## src/rtl/traffic_sequencer.sv

```systemverilog
// rtl/traffic_sequencer.sv - actuated two-way intersection controller with ped walk and main-road preempt
module traffic_sequencer #(
    parameter int G1_MIN    = 20,
    parameter int G2_TIME   = 10,
    parameter int Y_TIME    = 3,
    parameter int AR_TIME   = 1,
    parameter int WALK_TIME = 8
) (
    input  logic       clk,
    input  logic       reset_n,
    input  logic       car2,
    input  logic       ped_btn,
    input  logic       preempt,
    output logic       r1,
    output logic       y1,
    output logic       g1,
    output logic       r2,
    output logic       y2,
    output logic       g2,
    output logic       walk,
    output logic       ped_pending,
    output logic [2:0] state
);

    localparam int MAX_A = (G1_MIN > G2_TIME) ? G1_MIN : G2_TIME;
    localparam int MAX_B = (Y_TIME > AR_TIME) ? Y_TIME : AR_TIME;
    localparam int MAX_C = (MAX_A > MAX_B) ? MAX_A : MAX_B;
    localparam int MAXP  = (MAX_C > WALK_TIME) ? MAX_C : WALK_TIME;
    localparam int TW    = $clog2(MAXP) + 1;

    localparam logic [TW-1:0] G1_LAST   = TW'(G1_MIN - 1);
    localparam logic [TW-1:0] G2_LAST   = TW'(G2_TIME - 1);
    localparam logic [TW-1:0] Y_LAST    = TW'(Y_TIME - 1);
    localparam logic [TW-1:0] AR_LAST   = TW'(AR_TIME - 1);
    localparam logic [TW-1:0] WALK_LAST = TW'(WALK_TIME - 1);

    typedef enum logic [2:0] {
        S_ALLRED = 3'd0,
        S_G1     = 3'd1,
        S_Y1     = 3'd2,
        S_AR1    = 3'd3,
        S_WALK   = 3'd4,
        S_G2     = 3'd5,
        S_Y2     = 3'd6,
        S_AR2    = 3'd7
    } state_t;

    state_t        state_q;
    state_t        state_d;
    logic [TW-1:0] timer;

    // state register
    always_ff @(posedge clk or negedge reset_n) begin
        if (!reset_n) begin
            state_q <= S_ALLRED;
        end else begin
            state_q <= state_d;
        end
    end

    // cycles-in-state counter; restarts on every state change, parks at the end of minimum main green
    always_ff @(posedge clk or negedge reset_n) begin
        if (!reset_n) begin
            timer <= '0;
        end else if (state_d != state_q) begin
            timer <= '0;
        end else if (!(state_q == S_G1 && timer == G1_LAST)) begin
            timer <= timer + 1'b1;
        end
    end

    // pedestrian request latch; served (and any same-cycle press absorbed) on WALK entry
    always_ff @(posedge clk or negedge reset_n) begin
        if (!reset_n) begin
            ped_pending <= 1'b0;
        end else if (state_d == S_WALK && state_q != S_WALK) begin
            ped_pending <= 1'b0;
        end else if (ped_btn) begin
            ped_pending <= 1'b1;
        end
    end

    // next-state selection; preempt overrides the timer in WALK and G2
    always_comb begin
        state_d = state_q;
        unique case (state_q)
            S_ALLRED: if (timer == AR_LAST) state_d = S_G1;
            S_G1: begin
                if (timer == G1_LAST && (car2 || ped_pending) && !preempt) state_d = S_Y1;
            end
            S_Y1: if (timer == Y_LAST) state_d = S_AR1;
            S_AR1: begin
                if (timer == AR_LAST) begin
                    if (preempt)          state_d = S_G1;
                    else if (ped_pending) state_d = S_WALK;
                    else                  state_d = S_G2;
                end
            end
            S_WALK: begin
                if (preempt)                state_d = S_AR2;
                else if (timer == WALK_LAST) state_d = car2 ? S_G2 : S_AR2;
            end
            S_G2: begin
                if (preempt || timer == G2_LAST) state_d = S_Y2;
            end
            S_Y2:  if (timer == Y_LAST) state_d = S_AR2;
            S_AR2: if (timer == AR_LAST) state_d = S_G1;
            default: state_d = S_ALLRED;
        endcase
    end

    // Moore lamp decode from the state register
    always_comb begin
        r1   = 1'b0;
        y1   = 1'b0;
        g1   = 1'b0;
        r2   = 1'b0;
        y2   = 1'b0;
        g2   = 1'b0;
        walk = 1'b0;
        unique case (state_q)
            S_G1:   begin g1 = 1'b1; r2 = 1'b1; end
            S_Y1:   begin y1 = 1'b1; r2 = 1'b1; end
            S_WALK: begin r1 = 1'b1; r2 = 1'b1; walk = 1'b1; end
            S_G2:   begin r1 = 1'b1; g2 = 1'b1; end
            S_Y2:   begin r1 = 1'b1; y2 = 1'b1; end
            default: begin r1 = 1'b1; r2 = 1'b1; end
        endcase
    end

    assign state = state_q;

endmodule

```

## config.mk

```make
export PLATFORM = sky130hd
export DESIGN_NAME = traffic_sequencer
export DESIGN_NICKNAME = d
export VERILOG_FILES = /design/src/rtl/traffic_sequencer.sv
export SDC_FILE = /design/constraint.sdc
export NUM_CORES = 1
export LEC_CHECK = 0
export CAP_MARGIN = 25
export CELL_PAD_IN_SITES_DETAIL_PLACEMENT = 1
export CELL_PAD_IN_SITES_GLOBAL_PLACEMENT = 1
export CORE_MARGIN = 2
export CORE_UTILIZATION = 47
export DETAILED_ROUTE_END_ITERATION = 7
export DONT_BUFFER_PORTS = 1
export GPL_TIMING_DRIVEN = 0
export PLACE_DENSITY = 0.84
export SETUP_SLACK_MARGIN = 0.3
export SYNTH_ARGS = -nofsm -noshare
export SYNTH_HDL_FRONTEND = slang
export SYNTH_SLANG_ARGS = --single-unit
```

## constraint.sdc

```tcl
create_clock -name clk -period 6.28 [get_ports clk]
set_input_delay 1.256 -clock clk [delete_from_list [all_inputs] [get_ports clk]]
set_output_delay 1.256 -clock clk [all_outputs]
set_load 0.03 [all_outputs]
```

* Word level (Yosys, flattened, before mapping) *
Index checks and enable logic that the tools add are counted.

storage, ports and cells
  flip-flop bits (word level) = 10
  word-level logic and storage cells = 55

cells by class
  add/subtract/negate cells = 1
  equal/unequal tests = 15
  multiplexer cells = 23
  reductions and logical operators = 13

operators by type and width
  kind                                                  number
  2-to-1 mux 3 bit                                      9
  case mux 3 bit (7 select lines)                       1
  equality test 3 bit (second input constant)           5
  2-to-1 mux 6 bit                                      2
  2-to-1 mux 1 bit                                      10
  adder 6 x 1 -> 6 bit (second input constant)          1
  equality test 3 x 2 -> 1 bit (second input constant)  2
  equality test 6 x 2 -> 1 bit (second input constant)  1
  equality test 6 x 3 -> 1 bit (second input constant)  1
  equality test 6 x 4 -> 1 bit (second input constant)  1
  equality test 6 x 5 -> 1 bit (second input constant)  1
  logical NOT 6 bit                                     1
  OR reduction 2 bit                                    3
  logical AND 1 bit                                     4
  equality test 3 x 1 -> 1 bit (second input constant)  1
  logical NOT 3 bit                                     1
  inequality test 3 bit                                 1
  inequality test 3 bit (second input constant)         1
  logical OR 1 bit                                      2
  2-to-1 mux 2 bit                                      1
  inequality test 2 bit (second input constant)         1
  nonzero test 2 bit                                    1
  logical NOT 1 bit                                     1

* Logic depth before layout (Yosys ltp) *
  depth after elaboration = 8
  depth in mapped cells = 8
  mapped depth without buffers = 7

* Least setup slack after synthesis *
No wires, ideal clock.

  path type = flip-flop to output port
  from = reg state_q[1] (netlist: state[1])
  to = out r1
  data arrival time = 1.969 ns
  setup slack = 3.055 ns
  cell stages (with the launch flop) = 4
  path buffers = 1
  cells stage by stage = dfrtp_1 > clkbuf_1 > nor3b_1 > nor2_1

on the way
  word-level cells in the longest chain between the ends = 3
  elaborated cells on any way between the ends = 4
  those cells by class = eq/ne: 2; mux: 1; reduce/logical: 1

RTL lines
  what                                                                                 RTL line  source
  start: declaration                                                                   48        state_t state_q;
  start signal: assignment                                                             57        state_q <= state_d;
  equality test 3 x 1 -> 1 bit / equality test 3 x 2 -> 1 bit (equally long branches)  121       unique case (state_q)
  OR reduction 2 bit (no line) *                                                       -
  2-to-1 mux 1 bit *                                                                   121
  end: declaration                                                                     14        output logic r1,

Mark *: on every way between the ends. The rest lies on a longest branch, timed or not.

* Worst setup path after layout *
Ends and elaborated chain as after synthesis.

==> metrics <==
outcome=complete, no violations; top_reg_cell synth=dfrtp_1; pre-CTS setup slack=2.89 ns; IO Count=16; Setup TNS=0 ns; area grow syn2layout=9.98%; die height=43.7 um; max_cap viols=0; Lkg Pwr=~0.34 nW; Post-Syn Area=739 um^2; Slew HR=0.302; Final Max Tran Viols=0; Final WS setup=2.60 ns; postcts setup bufs=0; Tightest Pin Transition=1.04 ns; syn nets=97; CTS clk-pin slew, worst paths=0.07 ns; final period utilization=0.586; Routed WL per cell=16.0 um; crit path max fanout=10; Post-Place Cell Area=777 um^2; largest net degree at the start of global routing=11; CTS H-tree depth=1; # diodes=0; Detail Route Antenna Nets=0; FP Rows=14; Ys Warns=0; Mean Syn Cell Area=8.40 um^2; DRC viols=0; number of synthesized flops with an enable pin=0; Initial Utilization=0.497; CP startpoint kind=register; Worst setup EP type=output pin; final setup violating endpoints=0; Num CTS Buffers=3; Slowest Stage Delay on Critical Path=roughly 0.9 ns; initial antenna violation count=0; total clock sinks=10; clk root buf=clkbuf_4; DR pass1 iterations=4; IO Port Bufs=0; Die Wd=43.7 um; final instance area=813 um^2; min Tclk post-route=3.68 ns; CTS max path bufs=2; vias after detailed routing=662; DRC marker count from the first detailed-route iteration=12; CP Class=register to output pin; ys async rst share=1.00; Final Hold Fails=0; Clock Latency Late Sink=0.26 ns; GP Congestion=0.839; core area=1490 um^2; CP arrival=2.43 ns; share of cells above drive strength 1=0.104; final hold slack=0.651 ns; hold crit path type=register to register; Cell variety after synth=34; CTS tree=yes; Via density=5.91; GRT Resource Usage Total=0.227; hold-fix buffers at CTS=0; post-synthesis sequential area ratio=0.338; register bit count reported by yosys=10; P per Cell Area=514 nW/um^2; RSZ-0062 raised after global routing=no; f_max=272 MHz; Layout Nets=106; Worst R2R Setup Slack=between 4 and 5 ns; clock skew=0.000293 ns; vias in the first global route=667; worst path required time=5.02 ns; # resized after CTS=0; GRT overflow=0; VDD IR max=between 0.2 and 0.25 mV; Total Power=approximately 0.00042 W; worst path buffer plus inverter count=1; Cell Chain, Critical Path=clkbuf_1 > nor3b_1 > nor2_1; first-pass GRT wire length=3120 um; Yosys top cell by area=dfrtp_1; largest cells by area after synthesis=dfrtp_1 34%, ha_1 6.8%, a21oi_1 6.1%; final wirelength=1790 um; Slowest cell on crit path=nor3b_1; Post-Syn Instances=88; CP top delay family=simple AND/OR/NAND/NOR gates; share of the synthesized area in the top cell type=0.338; Final HPWL DP=1430 um; Die ar.=1910 um^2
[cell usage in the layout, fill, tap and decap left out, types with 2 or more instances in the layout]
cell	n
and2_1	2
or3_1	2
o21ai_0	2
nand3_1	3
or2_2	2
a21oi_1	9
buf_2	3
nand2_1	7
dfrtp_1	10
nand3b_1	2
o211ai_1	3
clkbuf_4	3
ha_1	4
a211oi_1	2
xor2_1	3
and3_1	2
inv_1	5
nor2_1	6
buf_1	2
nor3b_1	5
clkbuf_1	3
[worst min-delay path, delay by kind of cell, from the launching register on]
kind            cells  cell delay [ns]
compound gates      1             0.04
flops               1             0.43
xor+xnor            1             0.15
[area by class of cell]
cell class,instances,area (um^2)
clock buffers,4,36.3
well taps,16,20.0
flip-flops and latches,10,250
inverters,5,18.8
fillers,195,676
multi-input cells,69,454
plain buffers,4,16.3
repair buffers,4,17.5
[cell usage after synthesis (all sizes together) (2+ instances only)]
master and count:
dfrtp 10, a21oi 9, nand2 7, nor2 6
inv 5, nor3b 5, ha 4, clkbuf 3
nand3 3, o211ai 3, or2 3, xor2 3
a211oi 2, and2 2, and3 2, nand3b 2
o21ai 2, or3 2
[per-stage QoR]
step | cells | utilization
floorplan | 88 | -
global placement | 104 | 0.510
detailed placement | 108 | 0.522
CTS | 112 | 0.546
global route | 112 | 0.546
finish | 112 | 0.546
[layer usage]
metal	wire (um)	GRT usage	vias up
met1	801	0.286	316
met3	54	0.0500	2
met4	15	0.0545	0
met2	922	0.391	13
met5	0	0	-
li1	-	-	331
[logic make-up (layout without fill, tap and decap cells)]
group | Yosys count | in the layout | synth area share
AOI/OAI and AO/OA | 20 | 20 | 0.174
xor gates and xnor gates | 4 | 4 | 0.0474
adders and majority gates | 4 | 4 | 0.0677
buffers and inverters | 9 | 17 | 0.0474
DFF | 10 | 10 | 0.338
and+or+nand+nor | 41 | 41 | 0.325
[worst paths after layout]
kind / cells after the start / endpoint / from
setup / recovery: 3 / r1 / state[1]$_DFF_PN0_
hold / removal: 2 / timer[0]$_DFFE_PN0P_ / timer[0]$_DFFE_PN0P_
setup reg to reg: 7 / timer[3]$_DFFE_PN0P_ / timer[0]$_DFFE_PN0P_
hold reg to reg: 2 / timer[0]$_DFFE_PN0P_ / timer[0]$_DFFE_PN0P_
max in group asynchronous: 0 / timer[1]$_DFFE_PN0P_ / reset_n
min in group asynchronous: 0 / state[1]$_DFF_PN0_ / reset_n
[state kept, by name (all words and copies together) (netlist names)]
signal / cells
state: 3
ped_pending: 1
timer: 6
[power by group]
part	internal (W)	switching (W)
logic	0.0000792	0.000155
registers	0.0000823	0.0000430
clock network	0.0000351	0.0000230
Power figures use the tool's default switching activity.
